`src/rtl/mini_risc_pkg.sv`:
```
// Shared types and widths for the mini-RISC core.
// Used by the MUL unit and its handshake interface.
package mini_risc_pkg;

  localparam int DEF_DATA_W = 32;

  typedef enum logic {
    IDLE,
    RUN
  } mul_state_t;

endpackage

```
`src/rtl/seq_multiplier_if.sv`:
```
// Request/response bundle between the core and the MUL unit.
// The core is the master; the multiplier is the slave.
interface seq_multiplier_if
  import mini_risc_pkg::*;
#(
  parameter int DATA_W = DEF_DATA_W
);

  logic              start;
  logic [DATA_W-1:0] a;
  logic [DATA_W-1:0] b;
  logic [DATA_W-1:0] result;
  logic              done;
  logic              busy;

  modport master (
    output start,
    output a,
    output b,
    input  result,
    input  done,
    input  busy
  );

  modport slave (
    input  start,
    input  a,
    input  b,
    output result,
    output done,
    output busy
  );

endinterface

```
`src/rtl/seq_multiplier.sv`:
```
// Shift-add multiplier: one multiplier bit per clock,
// finishing early once the remaining multiplier bits are zero.
module seq_multiplier
  import mini_risc_pkg::*;
#(
  parameter int DATA_W = DEF_DATA_W
) (
  input  logic           clk,
  input  logic           rst,
  seq_multiplier_if.slave bus
);

  mul_state_t        state;
  logic [DATA_W-1:0] acc;
  logic [DATA_W-1:0] mcand;
  logic [DATA_W-1:0] mplier;
  logic [DATA_W-1:0] acc_nxt;
  logic [DATA_W-1:0] result_q;
  logic              done_q;
  logic              busy_q;

  assign acc_nxt    = mplier[0] ? acc + mcand : acc;
  assign bus.result = result_q;
  assign bus.done   = done_q;
  assign bus.busy   = busy_q;

  always_ff @(posedge clk or posedge rst) begin
    if (rst) begin
      state    <= IDLE;
      acc      <= '0;
      mcand    <= '0;
      mplier   <= '0;
      result_q <= '0;
      done_q   <= 1'b0;
      busy_q   <= 1'b0;
    end else begin
      done_q <= 1'b0;
      unique case (state)
        IDLE: begin
          // a start landing in the done cycle is dropped
          if (bus.start && !done_q) begin
            acc    <= '0;
            mcand  <= bus.a;
            mplier <= bus.b;
            busy_q <= 1'b1;
            state  <= RUN;
          end
        end
        RUN: begin
          if (mplier == '0) begin
            result_q <= acc;
            done_q   <= 1'b1;
            busy_q   <= 1'b0;
            state    <= IDLE;
          end else begin
            acc    <= acc_nxt;
            mcand  <= mcand << 1;
            mplier <= mplier >> 1;
          end
        end
        default: state <= IDLE;
      endcase
    end
  end

endmodule

```
`src/flat_wrapper.sv`:
```
// flat-port wrapper written by rule: the top's interface ports become plain ports
module seq_multiplier_flat import mini_risc_pkg::*;
#(
  parameter int DATA_W = DEF_DATA_W
)
  (clk, rst, bus_start, bus_a, bus_b, bus_result, bus_done, bus_busy);
  seq_multiplier_if #(.DATA_W(DATA_W)) bus_i ();
  input  logic clk;
  input  logic rst;
  input wire logic [$bits(bus_i.start)-1:0] bus_start;
  input wire logic [$bits(bus_i.a)-1:0] bus_a;
  input wire logic [$bits(bus_i.b)-1:0] bus_b;
  output wire logic [$bits(bus_i.result)-1:0] bus_result;
  output wire logic [$bits(bus_i.done)-1:0] bus_done;
  output wire logic [$bits(bus_i.busy)-1:0] bus_busy;
  assign bus_i.start = bus_start;
  assign bus_i.a = bus_a;
  assign bus_i.b = bus_b;
  assign bus_result = bus_i.result;
  assign bus_done = bus_i.done;
  assign bus_busy = bus_i.busy;
  seq_multiplier #(.DATA_W(DATA_W)) u_core (.clk(clk), .rst(rst), .bus(bus_i));
endmodule
```
`config.mk`:
```
export PLATFORM = sky130hd
export DESIGN_NAME = seq_multiplier_flat
export DESIGN_NICKNAME = d
export VERILOG_FILES = /design/src/rtl/mini_risc_pkg.sv /design/src/rtl/seq_multiplier_if.sv /design/src/rtl/seq_multiplier.sv /design/src/flat_wrapper.sv
export SDC_FILE = /design/constraint.sdc
export NUM_CORES = 1
export LEC_CHECK = 0
export CAP_MARGIN = 10
export CORE_ASPECT_RATIO = 2
export CORE_MARGIN = 5
export CORE_UTILIZATION = 51
export CTS_CLUSTER_SIZE = 30
export DETAILED_ROUTE_END_ITERATION = 16
export GPL_TIMING_DRIVEN = 0
export HOLD_SLACK_MARGIN = 0.08
export PLACE_DENSITY = 0.78
export SLEW_MARGIN = 20
export SYNTH_ARGS = -nofsm -noshare
export SYNTH_HDL_FRONTEND = slang
export SYNTH_SLANG_ARGS = --single-unit
```
`constraint.sdc`:
```
create_clock -name clk -period 4.95 [get_ports clk]
set_clock_uncertainty 0.2 [all_clocks]
set_input_delay 0.99 -clock clk [delete_from_list [all_inputs] [get_ports clk]]
set_output_delay 0.99 -clock clk [all_outputs]
set_load 0.1 [all_outputs]
```
# Yosys cells after proc, flatten, opt, wreduce, memory -nomap -nowiden
# Index checks and enable logic that the tools add are counted.
[op_classes] add_sub_neg=1 eq_ne=4 muxes=18 bitwise_logic=1 n_reduce_logical=7
[op_table] op="two-way mux 32 bit" n=7
[op_table] op="case mux 32 bit (2 select lines)" n=3
[op_table] op="adder 32 bit" n=1
[op_table] op="zero test 32 bit" n=1
[op_table] op="two-way mux 1 bit" n=6
[op_table] op="!= test 2 bit, second input constant" n=3
[op_table] op="AND reduction 2 bit" n=3
[op_table] op="case mux 1 bit (2 select lines)" n=2
[op_table] op="AND reduction 3 bit" n=1
[op_table] op="!= test 2 x 1 -> 1 bit, second input constant" n=1
[op_table] op="logical AND 1 bit" n=1
[op_table] op="zero test 1 bit" n=1
[op_table] op="NOT 1 bit" n=1
[word_totals] register_bits=131 in_bits=67 out_inout_bits=34 elab_cells=38

# Depth between registers and ports, before layout
# Gate-level depths: netlist of run 1.
[logic_depth] ltp_word=4 mapped_depth=11 depth_no_buf=11

# Worst setup path before layout of run 1
# Ideal clock, no wire load.
[synth_timing] kind="register -> register" start="register u_core.mcand[0]" end="register u_core.acc[28]" setup_time_ns=0.120 arrival_time_ns=2.475 t_required_ns=4.630 setup_slack_ns=2.155 stages_incl_launch_ff=12 n_path_buf=0 synth_period_minus_slack_ns=2.795 path_cell_list="dfrtp_1 -> ha_1 -> inv_1 -> fa_1 -> and2b_1 -> o2111ai_2 -> a21boi_2 -> o211ai_2 -> a211oi_1 -> o2111ai_1 -> a31o_2 -> a31o_2"
[synth_between] elab_chain_cells=4
[synth_lines] element="start, declared" line_no="seq_multiplier.sv:15" text="logic [DATA_W-1:0] mcand;"
[synth_lines] element="start signal, assigned" line_no="seq_multiplier.sv:43" text="mcand <= bus.a;"
[synth_lines] element="start signal, assigned" line_no="seq_multiplier.sv:57" text="mcand <= mcand << 1;"
[synth_lines] element="adder 32 bit" line_no="seq_multiplier.sv:22" text="assign acc_nxt = mplier[0] ? acc + mcand : acc;"
[synth_lines] element="two-way mux 32 bit" line_no="seq_multiplier.sv:22"
[synth_lines] element="two-way mux 32 bit" line_no="seq_multiplier.sv:50" text="if (mplier == '0) begin"
[synth_lines] element="case mux 32 bit (2 select lines)" line_no="seq_multiplier.sv:38" text="unique case (state)"
[synth_lines] element="end signal, assigned" line_no="seq_multiplier.sv:56" text="acc <= acc_nxt;"
[synth_lines] element="end, declared" line_no="seq_multiplier.sv:14" text="logic [DATA_W-1:0] acc;"
# No other way between the ends. The select of a mux whose other input is x is not followed.
# A chain may end at the register's enable or synchronous reset.

# Final worst setup path of run 1
[layout_timing] start="register u_core.acc[0]" end="register u_core.acc[28]"
[layout_between] elab_chain_cells=4
[layout_lines] element="adder 32 bit" line_no="seq_multiplier.sv:22"
[layout_lines] element="two-way mux 32 bit" line_no="seq_multiplier.sv:22"
[layout_lines] element="two-way mux 32 bit" line_no="seq_multiplier.sv:50"
[layout_lines] element="case mux 32 bit (2 select lines)" line_no="seq_multiplier.sv:38"
# No other way between the ends. The select of a mux whose other input is x is not followed.

==> run_results.csv, run 1 <==
group,metric,value,unit
power,pwr-share-seq,0.300,
power,pwr_density_cell,675,nW/um^2
timing,finalSetupViolCount,0,
timing,slew_violations,0,
critical_path,rrSetupSlack,1.58,ns
synthesis,yosysSeqAreaShare,0.453,
power,p_sw,2670,uW
synthesis,syn_nets,829,
routing,ant_nets,0,
critical_path,reg2regPathDepth,11,
synthesis,synth_top_cell_area_share,0.453,
routing,routed-via-count,6022,
routing,firstDrtPassIters,7,
die,die_h,178,microns
cells_and_area,fill_cells,1128,
synthesis,ys_ff_latch,131,
die,dieArea,16800,sq um
synthesis,synth.area.top_cells,"dfrtp_1 (45%), mux2i_1 (8.6%), a21oi_1 (6.2%)",
die,rows,61,
job,cap_violations,0,
power,leakagePower,0.00445,uW
critical_path,worstPathArrival,3.48,ns
cts,cts-root-buf,"clkbuf_16",
synthesis,syn-mean-instance-area,9.91,sq um
timing,hold_violations,0,
critical_path,worst_setup_path_end_kind,"flip-flop",
global_routing,overflow,0,
cells_and_area,instances_no_fill,1051,
placed_design,place_congestion,0.894,
timing,relSlewSlack,0.327,
die,start_util,0.521,
synthesis,yosys.area.top_type,"dfrtp_1",
die,core,13900,sq um
cells_and_area,drive_gt1_frac,0.110,
cts,ctsLongestPathBuffers,2,
placed_design,placedCellCount,1020,
synthesis,syn_inst,730,
timing,fmax,296,MHz
cts,cts-htree-levels,4,
global_routing,grt_pass1_wl,31.9,mm
routing,drc,0,
synthesis,synth_warnings,0,
global_routing,grt_max_degree,81,
power,power_frac_clock,0.204,
die,fp.dieW,94.2,microns
routing,routedWlPerCell,18.5,microns
cells_and_area,layout_commonest_cell,"dfrtp_1",
timing,fin_crit_sh,0.682,
cts,clk_latency,0.42,ns
cts,cts_hold_buf,0,
routing,drtIter0Drc,253,
critical_path,reg2reg_to,"u_core.acc[28]$_DFFE_PP0P_",
synthesis,syn-cell-area,7240,sq um
worst_hold_path,hold_end,"u_core.bus.result[16]$_DFFE_PP0P_",
synthesis,synth_edf_count,0,
cts,post_cts_resized,0,
die,pin_count,101,
synthesis,synth_flop_cell,"dfrtp_1",
placed_design,placed_area,8510,sq um
cts,postCtsSetupBuffers,0,
power,p_sw_frac,0.435,
placed_design,dp_hpwl,14.8,mm
timing,min_period,3.37,ns
cts,cts_buffers,17,
placed_design,port_buffers,100,
synthesis,synthArstFlopShare,1.00,
routing,routed_wirelength,19.4,mm
cts,clk_pin_slew_worst_paths,0.06,ns
cells_and_area,multi_input_area,3720,sq um
critical_path,worstPathRequired,5.05,ns
cells_and_area,nets,949,
routing,viasPerCell,5.73,
cells_and_area,mostFrequentLayoutCells,"dfrtp_1 (131), clkdlybuf4s50_1 (100), a21oi_1 (90)",
global_routing,grt_pass1_vias,6398,
power,comb_power_share,0.496,
cells_and_area,area_delta_synth_final,25.6,%
worst_hold_path,holdPathStages,1,
power,ir_worst_vdd,394,uV
global_routing,gr-usage-all-layers,0.243,
critical_path,crit_fanout,4,
timing,max_slew.worst_pin.slew,1.01,ns
synthesis,yosysUniqueCellTypes,57,
worst_hold_path,worstHoldStart,"u_core.bus.result[16]$_DFFE_PP0P_",
power,p_int,3460,uW
cells_and_area,n_antenna_cell,0,
critical_path,crit_type,"flip-flop to flip-flop",
timing,setup_tns,0,ns
cts,cts.sinks,131,
critical_path,r2r_start,"u_core.acc[0]$_DFFE_PP0P_",
global_routing,antenna_found_initial,0,
outcome,outcome,"finished, final reports clean",
timing,rsz0062_at_grt,"false",
critical_path,crit_path_start_kind,"flip-flop",
cts,tritoncts,"built",
worst_hold_path,min_path_type,"flip-flop to flip-flop",
cells_and_area,fin_area,9090,sq um
cells_and_area,seqCellArea,3280,sq um
-- registers in the layout, summed over array words and instances, names as in the netlist --
| signal | cells |
|---|---|
| u_core.bus.result | 32 |
| u_core.mplier | 32 |
| u_core.mcand | 32 |
| u_core.acc | 32 |
| u_core.bus.done | 1 |
| u_core.state | 1 |
| u_core.bus.busy | 1 |
-- worst max-delay path, stage by stage, from the launching register on --
cell,delay [ns]
dfrtp_1,0.40
ha_1,0.19
inv_1,0.05
fa_1,0.37
and2b_1,0.26
o2111ai_2,0.14
a21boi_2,0.27
o211ai_2,0.14
a211oi_1,0.51
o2111ai_1,0.24
a31o_2,0.27
a31o_2,0.23
-- worst max path at each step --
| stage | to | slack [ns] | start |
|---|---|---|---|
| 3_5_place_dp | u_core.acc[28]$_DFFE_PP0P_ | 1.71 | u_core.mcand[0]$_DFFE_PP0P_ |
| 5_1_grt | u_core.acc[28]$_DFFE_PP0P_ | 1.50 | u_core.acc[0]$_DFFE_PP0P_ |
| 2_1_floorplan | u_core.acc[0]$_DFFE_PP0P_ | 0.26 | rst |
| 4_1_cts | u_core.acc[28]$_DFFE_PP0P_ | 1.67 | u_core.acc[0]$_DFFE_PP0P_ |
| 6_report | u_core.acc[28]$_DFFE_PP0P_ | 1.58 | u_core.acc[0]$_DFFE_PP0P_ |
| 3_3_place_gp | u_core.bus.result[12]$_DFFE_PP0P_ | -1.41 | rst |
-- synthesized netlist by cell type, drive strengths merged (13+ instances only) --
cell type	number
clkbuf	21
dfrtp	131
a21oi	90
o21ai	35
buf	16
nor2	83
nand3	31
ha	31
inv	18
nand2	37
mux2i	62
a21o	13
mux2	32
-- cells by family (layout without fill, tap and decap cells) --
group	count (synthesis)	in the layout	share of synthesized area
AOI/OAI and AO/OA	195	195	0.165
and+or+nand+nor	202	202	0.131
adders and majority gates	32	32	0.0564
xor gates and xnor gates	21	21	0.0254
muxes	94	94	0.136
DFF	131	131	0.453
buffers and inverters	55	187	0.0334
-- cell type report --
class	instances	share of cell area
buffer	37	0.0191
clock buffer	18	0.0472
clock inverter	13	0.0168
inverter	18	0.00826
multi-input combinational	544	0.409
sequential	131	0.361
tap	189	0.0260
timing repair buffer	101	0.113
-- per-layer routing --
| layer | wire, microns | GRT usage |
|---|---|---|
| met4 | 786 | 0.108 |
| met2 | 10800 | 0.454 |
| met3 | 684 | 0.0426 |
| met1 | 7120 | 0.262 |
| met5 | 0 | 0 |
-- power groups by stage --
stage,combinational [uW],sequential (uW),clock [uW]
2_1_floorplan,2190,1870,0
3_3_place_gp,2910,1830,0
3_5_place_dp,3010,1860,0
4_1_cts,3040,1840,1270
5_1_grt,3390,1890,1310
6_report,3050,1840,1250
-- metrics by stage --
step | utilization | power, uW | hold WS (ns) | setup WS [ns]
floorplan | - | 4060 | 0.264 | 0.262
global placement | 0.610 | 4740 | 0.290 | -1.41
detailed placement | 0.613 | 4870 | 0.295 | 1.71
CTS | 0.654 | 6140 | 0.308 | 1.67
global route | 0.654 | 6590 | 0.331 | 1.50
finish | 0.654 | 6140 | 0.303 | 1.58
(Power assumes the default switching activity.)
==> inputs of run 2 (changes only) <==
==> constraint.sdc (replaced) <==
create_clock -name clk -period 3.3 [get_ports clk]
set_clock_uncertainty 0.2 [all_clocks]
set_input_delay 0.66 -clock clk [delete_from_list [all_inputs] [get_ports clk]]
set_output_delay 0.66 -clock clk [all_outputs]
set_load 0.1 [all_outputs]
==> run 2 against run 1 <==
- fmax rose by 6.1%
- worst hold slack is essentially flat
- via count grew 0.37%
- critical path depth down 4
- critical endpoint is now u_core.mcand[17]$_DFFE_PP0P_
- largest cell class unchanged
- highest routed layer unchanged
==> run_results.csv, run 2 (synthesized netlist as in run 1, its figures left out) <==
group,metric,value,unit
outcome,outcome,"finished, final reports clean",
routing,drc,0,
power,comb_power_share,0.493,
worst_hold_path,min_path_type,"flip-flop to flip-flop",
timing,hold_violations,0,
routing,viasPerCell,5.73,
placed_design,placedCellCount,1023,
timing,setup_tns,0,ns
worst_hold_path,hold_end,"u_core.bus.result[8]$_DFFE_PP0P_",
routing,routed-via-count,6044,
die,rows,61,
timing,rsz0062_at_grt,"false",
power,ir_worst_vdd,586,uV
die,die_h,178,microns
cells_and_area,mostFrequentLayoutCells,"dfrtp_1 (131), clkdlybuf4s50_1 (100), a21oi_1 (90)",
critical_path,max_stage_delay,0.60,ns
power,p_sw,3960,uW
critical_path,crit_type,"flip-flop to flip-flop",
critical_path,slowest_stage,"nor4_1",
critical_path,reg2regPathDepth,7,
routing,routedWlPerCell,18.4,microns
worst_hold_path,worstHoldStart,"u_core.bus.result[8]$_DFFE_PP0P_",
cells_and_area,nets,952,
critical_path,reg2reg_to,"u_core.mcand[17]$_DFFE_PP0P_",
timing,finalSetupViolCount,0,
cts,ctsLongestPathBuffers,2,
critical_path,crit_fanout,10,
critical_path,r2r_start,"u_core.mplier[25]$_DFFE_PP0P_",
die,fp.dieW,94.2,microns
power,p_sw_frac,0.428,
cells_and_area,layout_commonest_cell,"dfrtp_1",
critical_path,worstPathArrival,3.32,ns
placed_design,place_congestion,0.892,
critical_path,worst_setup_path_end_kind,"flip-flop",
timing,fmax,314,MHz
job,cap_violations,0,
die,pin_count,101,
critical_path,crit_path_start_kind,"flip-flop",
global_routing,antenna_found_initial,0,
cts,clk_pin_slew_worst_paths,0.06,ns
placed_design,port_buffers,100,
cts,cts_buffers,17,
global_routing,gr-usage-all-layers,0.247,
timing,slew_violations,0,
power,leakagePower,0.00449,uW
cells_and_area,n_antenna_cell,0,
cts,clk_latency,0.42,ns
timing,fin_crit_sh,0.964,
global_routing,grt_pass1_vias,6517,
power,pwr_density_cell,1010,nW/um^2
cts,tritoncts,"built",
global_routing,overflow,0,
cts,postCtsSetupBuffers,0,
global_routing,grt_pass1_wl,32.0,mm
routing,ant_nets,0,
power,pwr-share-seq,0.299,
routing,routed_wirelength,19.4,mm
power,power_frac_clock,0.209,
worst_hold_path,holdPathStages,1,
die,dieArea,16800,sq um
routing,drtIter0Drc,260,
critical_path,worstPathRequired,3.44,ns
cts,cts.sinks,131,
die,core,13900,sq um
critical_path,cpMostUsedCell,"buf_2",
global_routing,grt_max_degree,34,
timing,min_period,3.18,ns
placed_design,dp_hpwl,14.9,mm
cells_and_area,drive_gt1_frac,0.114,
power,p_int,5290,uW
critical_path,crit_chain,"nor4_1, nand4_1, o31ai_2, nand2_1, buf_2, buf_2, a21oi_1",
cts,cts-htree-levels,4,
cells_and_area,instances_no_fill,1054,
timing,relSlewSlack,0.322,
timing,max_slew.worst_pin.slew,1.01,ns
die,start_util,0.521,
critical_path,rrSetupSlack,0.12,ns
cells_and_area,area_delta_synth_final,26.6,%
cts,cts-root-buf,"clkbuf_16",
routing,firstDrtPassIters,5,
[run 2: how the worst max path moves through the flow]
stage	start	to	slack, ns	cells past startpoint
floorplan	u_core.mcand[0]$_DFFE_PP0P_	u_core.acc[28]$_DFFE_PP0P_	0.50	11
detailed placement	u_core.mcand[0]$_DFFE_PP0P_	u_core.acc[28]$_DFFE_PP0P_	0.02	11
global placement	rst	u_core.mplier[27]$_DFFE_PP0P_	-0.31	2
global route	u_core.mcand[0]$_DFFE_PP0P_	u_core.acc[28]$_DFFE_PP0P_	0.01	11
finish	u_core.mplier[25]$_DFFE_PP0P_	u_core.mcand[17]$_DFFE_PP0P_	0.12	7
CTS	u_core.mcand[0]$_DFFE_PP0P_	u_core.acc[28]$_DFFE_PP0P_	0.01	11
[run 2: routing by layer]
layer | wire [microns] | track usage | vias to the layer above
met5 | 0 | 0 | -
met4 | 741 | 0.118 | 0
met3 | 731 | 0.0473 | 51
met2 | 11000 | 0.460 | 173
met1 | 6940 | 0.259 | 2925
li1 | - | - | 2895
[run 2: worst max-delay path, delay by kind of cell, from the launching register on]
family	cells	cell delay [ns]
buffers and inverters	2	0.59
AND/OR/NAND/NOR	3	1.31
AO/OA/AOI/OAI	2	0.57
flip-flops	1	0.40
[run 2: power by group through the flow]
stage / Sequential, uW / Combinational (uW) / Clock, uW
floorplan: 2800 / 3290 / 0
global placement: 2750 / 4360 / 0
detailed placement: 2780 / 4510 / 0
CTS: 2760 / 4560 / 1960
global route: 2830 / 5080 / 2040
finish: 2760 / 4560 / 1930
[run 2: repair_timing]
item,CTS,global route
gates resized for setup,0,1
setup endpoints to repair,0,2
hold buffers,0,0
[run 2: cell type report]
| cell class | instances | area (sq um) |
|---|---|---|
| buffer | 37 | 174 |
| multi-input combinational | 544 | 3720 |
| clock buffer | 19 | 443 |
| clock inverter | 12 | 158 |
| inverter | 18 | 71.3 |
| fill | 1191 | 4730 |
| timing repair buffer | 104 | 1080 |
| tap | 189 | 236 |
| sequential | 131 | 3280 |
[run 2: stage by stage]
stage          total power, uW  hold slack (ns)  worst slack, ns   util  instance area (sq um)
2_1_floorplan             6090            0.264            0.505      -                   7240
3_3_place_gp              7110            0.291           -0.308  0.610                   8480
3_5_place_dp              7300            0.295           0.0218  0.616                   8560
4_1_cts                   9270            0.308           0.0149  0.659                   9160
5_1_grt                   9960            0.324           0.0125  0.660                   9160
6_report                  9250            0.303            0.120  0.660                   9160
